<file path="src/rtl/cache_fill_ctrl.sv">
// ============================================================================
// Module   : cache_fill_ctrl
// Purpose  : Miss-fill controller shared by the I-cache and D-cache over one
//            pipelined memory read port. D-cache misses win arbitration. The
//            block base address is latched, one word read is issued per cycle,
//            and returned words are counted on memory_data_valid. Each returned
//            word is written into the owner's data array. The owner's tag is
//            written together with the last word.
// Ports    : clk, rst_n (async, active-low)
//            imiss_detected/imiss_address, dmiss_detected/dmiss_address
//            memory_data_valid          - one returned word this cycle
//            fsm_busy_i / fsm_busy_d    - per-side stall
//            memory_read_en/address     - read request
//            write_data_array, data_word_offset - data-array word write
//            write_tag_array_i/_d       - tag write pulses
//            crit_word_valid            - only with the macro below
// Options  : `define CACHE_FILL_CRITICAL_WORD_FIRST_EN makes a fill start at
//            the missing word and wrap. It also adds crit_word_valid.
// Revision : 1.0 - initial release
// ============================================================================
`default_nettype none

module cache_fill_ctrl #(
  parameter int ADDR_W          = 16,
  parameter int WORDS_PER_BLOCK = 8,
  parameter int WORD_BYTES      = 2
) (
  input  logic                               clk,
  input  logic                               rst_n,
  input  logic                               imiss_detected,
  input  logic [ADDR_W-1:0]                  imiss_address,
  input  logic                               dmiss_detected,
  input  logic [ADDR_W-1:0]                  dmiss_address,
  input  logic                               memory_data_valid,
  output logic                               fsm_busy_i,
  output logic                               fsm_busy_d,
  output logic                               memory_read_en,
  output logic [ADDR_W-1:0]                  memory_address,
  output logic                               write_data_array,
  output logic [$clog2(WORDS_PER_BLOCK)-1:0] data_word_offset,
`ifdef CACHE_FILL_CRITICAL_WORD_FIRST_EN
  output logic                               crit_word_valid,
`endif
  output logic                               write_tag_array_i,
  output logic                               write_tag_array_d
);

  localparam int WIDX_W = $clog2(WORDS_PER_BLOCK);
  localparam int BOFF_W = $clog2(WORD_BYTES);
  localparam int OFF_W  = WIDX_W + BOFF_W;
  localparam int BASE_W = ADDR_W - OFF_W;

  localparam logic [WIDX_W:0] BLOCK_WORDS = WORDS_PER_BLOCK[WIDX_W:0];
  localparam logic [WIDX_W:0] LAST_WORD   = BLOCK_WORDS - 1'b1;

  typedef enum logic [1:0] {
    IDLE = 2'd0,
    FILL = 2'd1,
    DONE = 2'd2
  } state_t;

  state_t              state;
  state_t              state_nxt;
  logic                owner_d;     // 1: fill belongs to the D-cache
  logic [BASE_W-1:0]   base;
  logic [WIDX_W:0]     req_cnt;
  logic [WIDX_W:0]     rsp_cnt;
  logic [WIDX_W-1:0]   req_word;
  logic [WIDX_W-1:0]   rsp_word;
  logic                last_rsp;

  // The byte-offset bits never reach the memory port. Without critical-word
  // ordering, the word-index bits of the miss address are also unused.
  logic unused_addr_bits;
  assign unused_addr_bits = &{1'b0, imiss_address[OFF_W-1:0],
                              dmiss_address[OFF_W-1:0]};

`ifdef CACHE_FILL_CRITICAL_WORD_FIRST_EN
  logic [WIDX_W-1:0] crit;

  always_ff @(posedge clk or negedge rst_n) begin
    if (!rst_n) begin
      crit <= '0;
    end else if (state == IDLE) begin
      if (dmiss_detected) begin
        crit <= dmiss_address[OFF_W-1:BOFF_W];
      end else if (imiss_detected) begin
        crit <= imiss_address[OFF_W-1:BOFF_W];
      end
    end
  end

  // The word index wraps naturally in WIDX_W bits.
  assign req_word = crit + req_cnt[WIDX_W-1:0];
  assign rsp_word = crit + rsp_cnt[WIDX_W-1:0];
`else
  assign req_word = req_cnt[WIDX_W-1:0];
  assign rsp_word = rsp_cnt[WIDX_W-1:0];
`endif

  // State register and datapath registers
  always_ff @(posedge clk or negedge rst_n) begin
    if (!rst_n) begin
      state   <= IDLE;
      owner_d <= 1'b1;
      base    <= '0;
      req_cnt <= '0;
      rsp_cnt <= '0;
    end else begin
      state <= state_nxt;
      case (state)
        IDLE: begin
          req_cnt <= '0;
          rsp_cnt <= '0;
          if (dmiss_detected) begin
            base    <= dmiss_address[ADDR_W-1:OFF_W];
            owner_d <= 1'b1;
          end else if (imiss_detected) begin
            base    <= imiss_address[ADDR_W-1:OFF_W];
            owner_d <= 1'b0;
          end
        end
        FILL: begin
          if (memory_read_en) begin
            req_cnt <= req_cnt + 1'b1;
          end
          if (write_data_array) begin
            rsp_cnt <= rsp_cnt + 1'b1;
          end
        end
        default: ;
      endcase
    end
  end

  // Next state and outputs
  always_comb begin
    state_nxt         = state;
    memory_read_en    = 1'b0;
    memory_address    = '0;
    write_data_array  = 1'b0;
    data_word_offset  = '0;
    write_tag_array_i = 1'b0;
    write_tag_array_d = 1'b0;
    last_rsp          = 1'b0;

    case (state)
      IDLE: begin
        if (dmiss_detected || imiss_detected) begin
          state_nxt = FILL;
        end
      end
      FILL: begin
        // Request and response sides run independently. Responses may
        // overlap the tail of the request burst.
        if (req_cnt < BLOCK_WORDS) begin
          memory_read_en = 1'b1;
          memory_address = ADDR_W'({base, req_word}) << BOFF_W;
        end
        if (memory_data_valid) begin
          write_data_array = 1'b1;
          data_word_offset = rsp_word;
          last_rsp         = (rsp_cnt == LAST_WORD);
        end
        if (last_rsp) begin
          write_tag_array_d = owner_d;
          write_tag_array_i = !owner_d;
          state_nxt         = DONE;
        end
      end
      DONE: begin
        // New misses are ignored here so the re-lookup sees the new tag.
        state_nxt = IDLE;
      end
      default: begin
        state_nxt = IDLE;
      end
    endcase
  end

`ifdef CACHE_FILL_CRITICAL_WORD_FIRST_EN
  assign crit_word_valid = write_data_array && (rsp_cnt == '0);
`endif

  // Each stall is combinational on the miss input, so a stall starts in the
  // same cycle as the miss.
  assign fsm_busy_d = dmiss_detected || ((state != IDLE) && owner_d);
  assign fsm_busy_i = imiss_detected || ((state != IDLE) && !owner_d);

endmodule

`default_nettype wire
</file>
<file path="config.mk">
export PLATFORM = sky130hd
export DESIGN_NAME = cache_fill_ctrl
export DESIGN_NICKNAME = d
export VERILOG_FILES = /design/src/rtl/cache_fill_ctrl.sv
export SDC_FILE = /design/constraint.sdc
export NUM_CORES = 1
export LEC_CHECK = 0
export ABC_CLOCK_PERIOD_IN_PS = 1500
export BUFFER_PORTS_ARGS = -buffer_cell sky130_fd_sc_hd__buf_4
export CAP_MARGIN = 20
export CORE_MARGIN = 5
export CORE_UTILIZATION = 25
export CTS_BUF_LIST = sky130_fd_sc_hd__clkbuf_8
export DETAILED_ROUTE_END_ITERATION = 16
export HOLD_SLACK_MARGIN = 0.15
export SLEW_MARGIN = 20
export SYNTH_ARGS = -nofsm -noshare
export SYNTH_HDL_FRONTEND = slang
export SYNTH_SLANG_ARGS = --single-unit
</file>
<file path="constraint.sdc">
create_clock -name clk -period 1.5 [get_ports clk]
set_input_delay 0.15 -clock clk [delete_from_list [all_inputs] [get_ports clk]]
set_output_delay 0.15 -clock clk [all_outputs]
set_load 0.005 [all_outputs]
</file>
==> flow_summary.json <==
{
  "synth_seq_cells": 23,
  "p_switching_mw": 1.257,
  "clk_latency_ns": 0.27,
  "die_area_mm2": 0.007072,
  "grt_pass1_wl_mm": 5.306,
  "cp-end-kind": "output pin",
  "cts_buffers": 3,
  "arrival_ns": 1.48,
  "overflow": 0,
  "finalMaxSlewViolations": 0,
  "total_power_mw": 4.003,
  "slew_headroom_pct": 61.77,
  "wl_per_cell_um": 13.24,
  "fmax_mhz": 613.7,
  "drtIter0Drc": 41,
  "path_clk_slew_ns": 0.09,
  "synthFlopType": "dfrtp_1",
  "syn_area_mm2": 0.001373,
  "synth_largest_area_cell": "dfrtp_1",
  "power_density_mw_per_mm2": 1870,
  "n_antenna_cell": 0,
  "pwr-share-clk_pct": 9.7,
  "die_w_um": 84.10,
  "core_mm2": 0.005405,
  "antenna_found_initial": 0,
  "yosysWarnings": 0,
  "cpPeakStageDelay_ns": 0.41,
  "crit_chain": "ha_2 > and4b_1 > nor2b_4 > and2_1 > buf_4",
  "wl_mm": 3.416,
  "clock_path_buffers": 2,
  "cts_max_level": 1,
  "skew_ns": 0.01164,
  "grt_max_degree": 24,
  "tightest_slew_ns": 0.5714,
  "via_count": 1085,
  "die_h_um": 84.10,
  "ys_types": 33,
  "critical_path.max_fanout": 3,
  "worst_ep_required_time_ns": 1.35,
  "cp_slowest_cell": "dfrtp_1",
  "final_cell_mix": "buf_4, dfrtp_1, mux2_4, buf_6, and2_4",
  "cts_sinks": 23,
  "drt-pass1-iter-count": 2,
  "switching_share_pct": 31.41,
  "final_common_cell": "buf_4",
  "async_flop_share_pct": 100.0,
  "stdcell_count": 258,
  "cp-start-kind": "register",
  "hp-class": "input port to register",
  "vias_per_cell": 4.205,
  "grt_setup_unrepaired": "true",
  "synth.avg_cell_area_um2": 11.94,
  "p_int_mw": 2.746,
  "syn_nets": 154,
  "leakagePower_nw": 1.070,
  "violations": "negative setup slack",
  "hold_violations": 0,
  "initial_core_util_pct": 25.39,
  "cts-root-buf": "clkbuf_8",
  "dp_hpwl_mm": 2.364,
  "pwr-share-seq_pct": 29.3,
  "postSynthCellCount": 115,
  "pwr-share-comb_pct": 61.0,
  "dp.cells": 238,
  "io_pins": 62,
  "areaGrowthSynthToFinish_pct": 55.97,
  "cts_tree": "built",
  "synth.area.top_cells": "dfrtp_1, mux2_4, and2_1",
  "gp_congestion": 0.6922,
  "num_rows": 27,
  "setup_ws_ns": -0.1295,
  "outcome": "finished with violations",
  "portBuffers": 52,
  "synth_edf_count": 0,
  "drc": 0,
  "yosysSeqAreaShare_pct": 42.02,
  "worstSetupPathType": "register to output pin",
  "synth_top_area_share_pct": 40.11,
  "finalCritPeriodShare_pct": 108.6,
  "finalSetupViolCount": 21,
  "drive_gt1_share_pct": 68.82,
  "grt_pass1_vias": 1115,
  "min_period_ns": 1.629,
  "ant_nets": 0,
  "cap_violations": 0,
  "vdd_drop_max_mv": 0.6728,
  "grt.total_usage_pct": 9.428,
  "finalNetCount": 226
}
[worst paths after layout]
check | startpoint | endpoint | slack, ns | cells past startpoint
hold / removal | imiss_detected | owner_d | 0.20 | 3
max in group asynchronous | rst_n | owner_d | 0.90 | 2
min in group asynchronous | rst_n | base[2] | 0.31 | 2
setup reg to reg | state[1] | req_cnt[2] | 0.10 | 4
hold reg to reg | base[1] | base[1] | 0.50 | 1
setup / recovery | rsp_cnt[0] | write_tag_array_d | -0.13 | 5
[worst max-delay path, delay by kind of cell (launching register included)]
kind | cells | cell delay [ns]
buffers and inverters | 1 | 0.13
flip-flops | 1 | 0.41
adder cells (fa/ha/maj) | 1 | 0.19
AND/OR/NAND/NOR | 3 | 0.48
[Yosys cell counts (2+ instances only)]
master    count
and2_1       19
buf_2         2
buf_6         2
dfrtp_1      22
ha_1          2
mux2_2        8
mux2_4       17
mux2i_1       2
nand2_1       7
nand3_1       6
nand3b_1      3
nor2b_1       2
o21ai_0       3
[cell type report]
| class | count | area [um^2] |
|---|---|---|
| multi-input combinational | 83 | 795.8 |
| timing repair buffer | 74 | 621.8 |
| inverter | 2 | 7.507 |
| clock inverter | 1 | 5.005 |
| sequential | 23 | 579.3 |
| clock buffer | 3 | 41.29 |
| tap | 72 | 90.09 |
| fill | 550 | 3264 |
[layer usage]
| metal | wire [um] | up-vias | track usage, % |
|---|---|---|---|
| met5 | 0 | - | 0 |
| met3 | 167 | 4 | 1.678 |
| met2 | 1795 | 26 | 16.14 |
| met4 | 51 | 0 | 4.386 |
| li1 | - | 531 | - |
| met1 | 1402 | 524 | 11.35 |
[registers in the layout (all words and copies together) (netlist names)]
| signal | flops |
|---|---|
| base | 12 |
| owner_d | 1 |
| req_cnt | 4 |
| rsp_cnt | 4 |
| state | 2 |
[power by group through the flow]
stage | logic [mW] | registers (mW) | clock network, mW
4_1_cts | 2.11 | 1.16 | 0.411
2_1_floorplan | 1.04 | 1.10 | 0
3_5_place_dp | 1.77 | 1.17 | 0
5_1_grt | 2.66 | 1.21 | 0.439
3_3_place_gp | 1.75 | 1.16 | 0
6_report | 2.44 | 1.17 | 0.389
[kinds of logic after synthesis]
group | after synthesis | synth area share (%)
adder cells (fa/ha/maj) | 2 | 1.823
AO/OA/AOI/OAI | 9 | 4.467
buffers and inverters | 9 | 5.195
AND/OR/NAND/NOR | 43 | 18.96
XOR/XNOR | 1 | 0.6382
other | 1 | 0.2732
flip-flops | 23 | 42.02
multiplexers | 27 | 26.62
[per-stage QoR]
step / hold WS [ns] / setup TNS, ns / setup WS (ns) / utilization, % / instance area [um^2]
2_1_floorplan: -0.1456 / 0 / 0.2627 / - / 1373
3_3_place_gp: 0.06554 / 0 / 0.01444 / 33.94 / 1834
3_5_place_dp: 0.07141 / -0.04940 / -0.02628 / 33.94 / 1834
4_1_cts: 0.1758 / -1.764 / -0.1130 / 37.18 / 2009
5_1_grt: 0.2047 / -3.156 / -0.1938 / 39.61 / 2141
6_report: 0.1983 / -1.351 / -0.1295 / 39.61 / 2141
[repair_timing]
action / CTS / global route
resized for setup: 17 / 27
buffers inserted: 8 / 6
hold buffers: 1 / 0
gates cloned: 1 / 0
pin swaps: 7 / 4
hold endpoints to repair: 23 / 0
setup endpoints to repair: 17 / 36
Note: power is estimated with default switching activity, not from simulation.
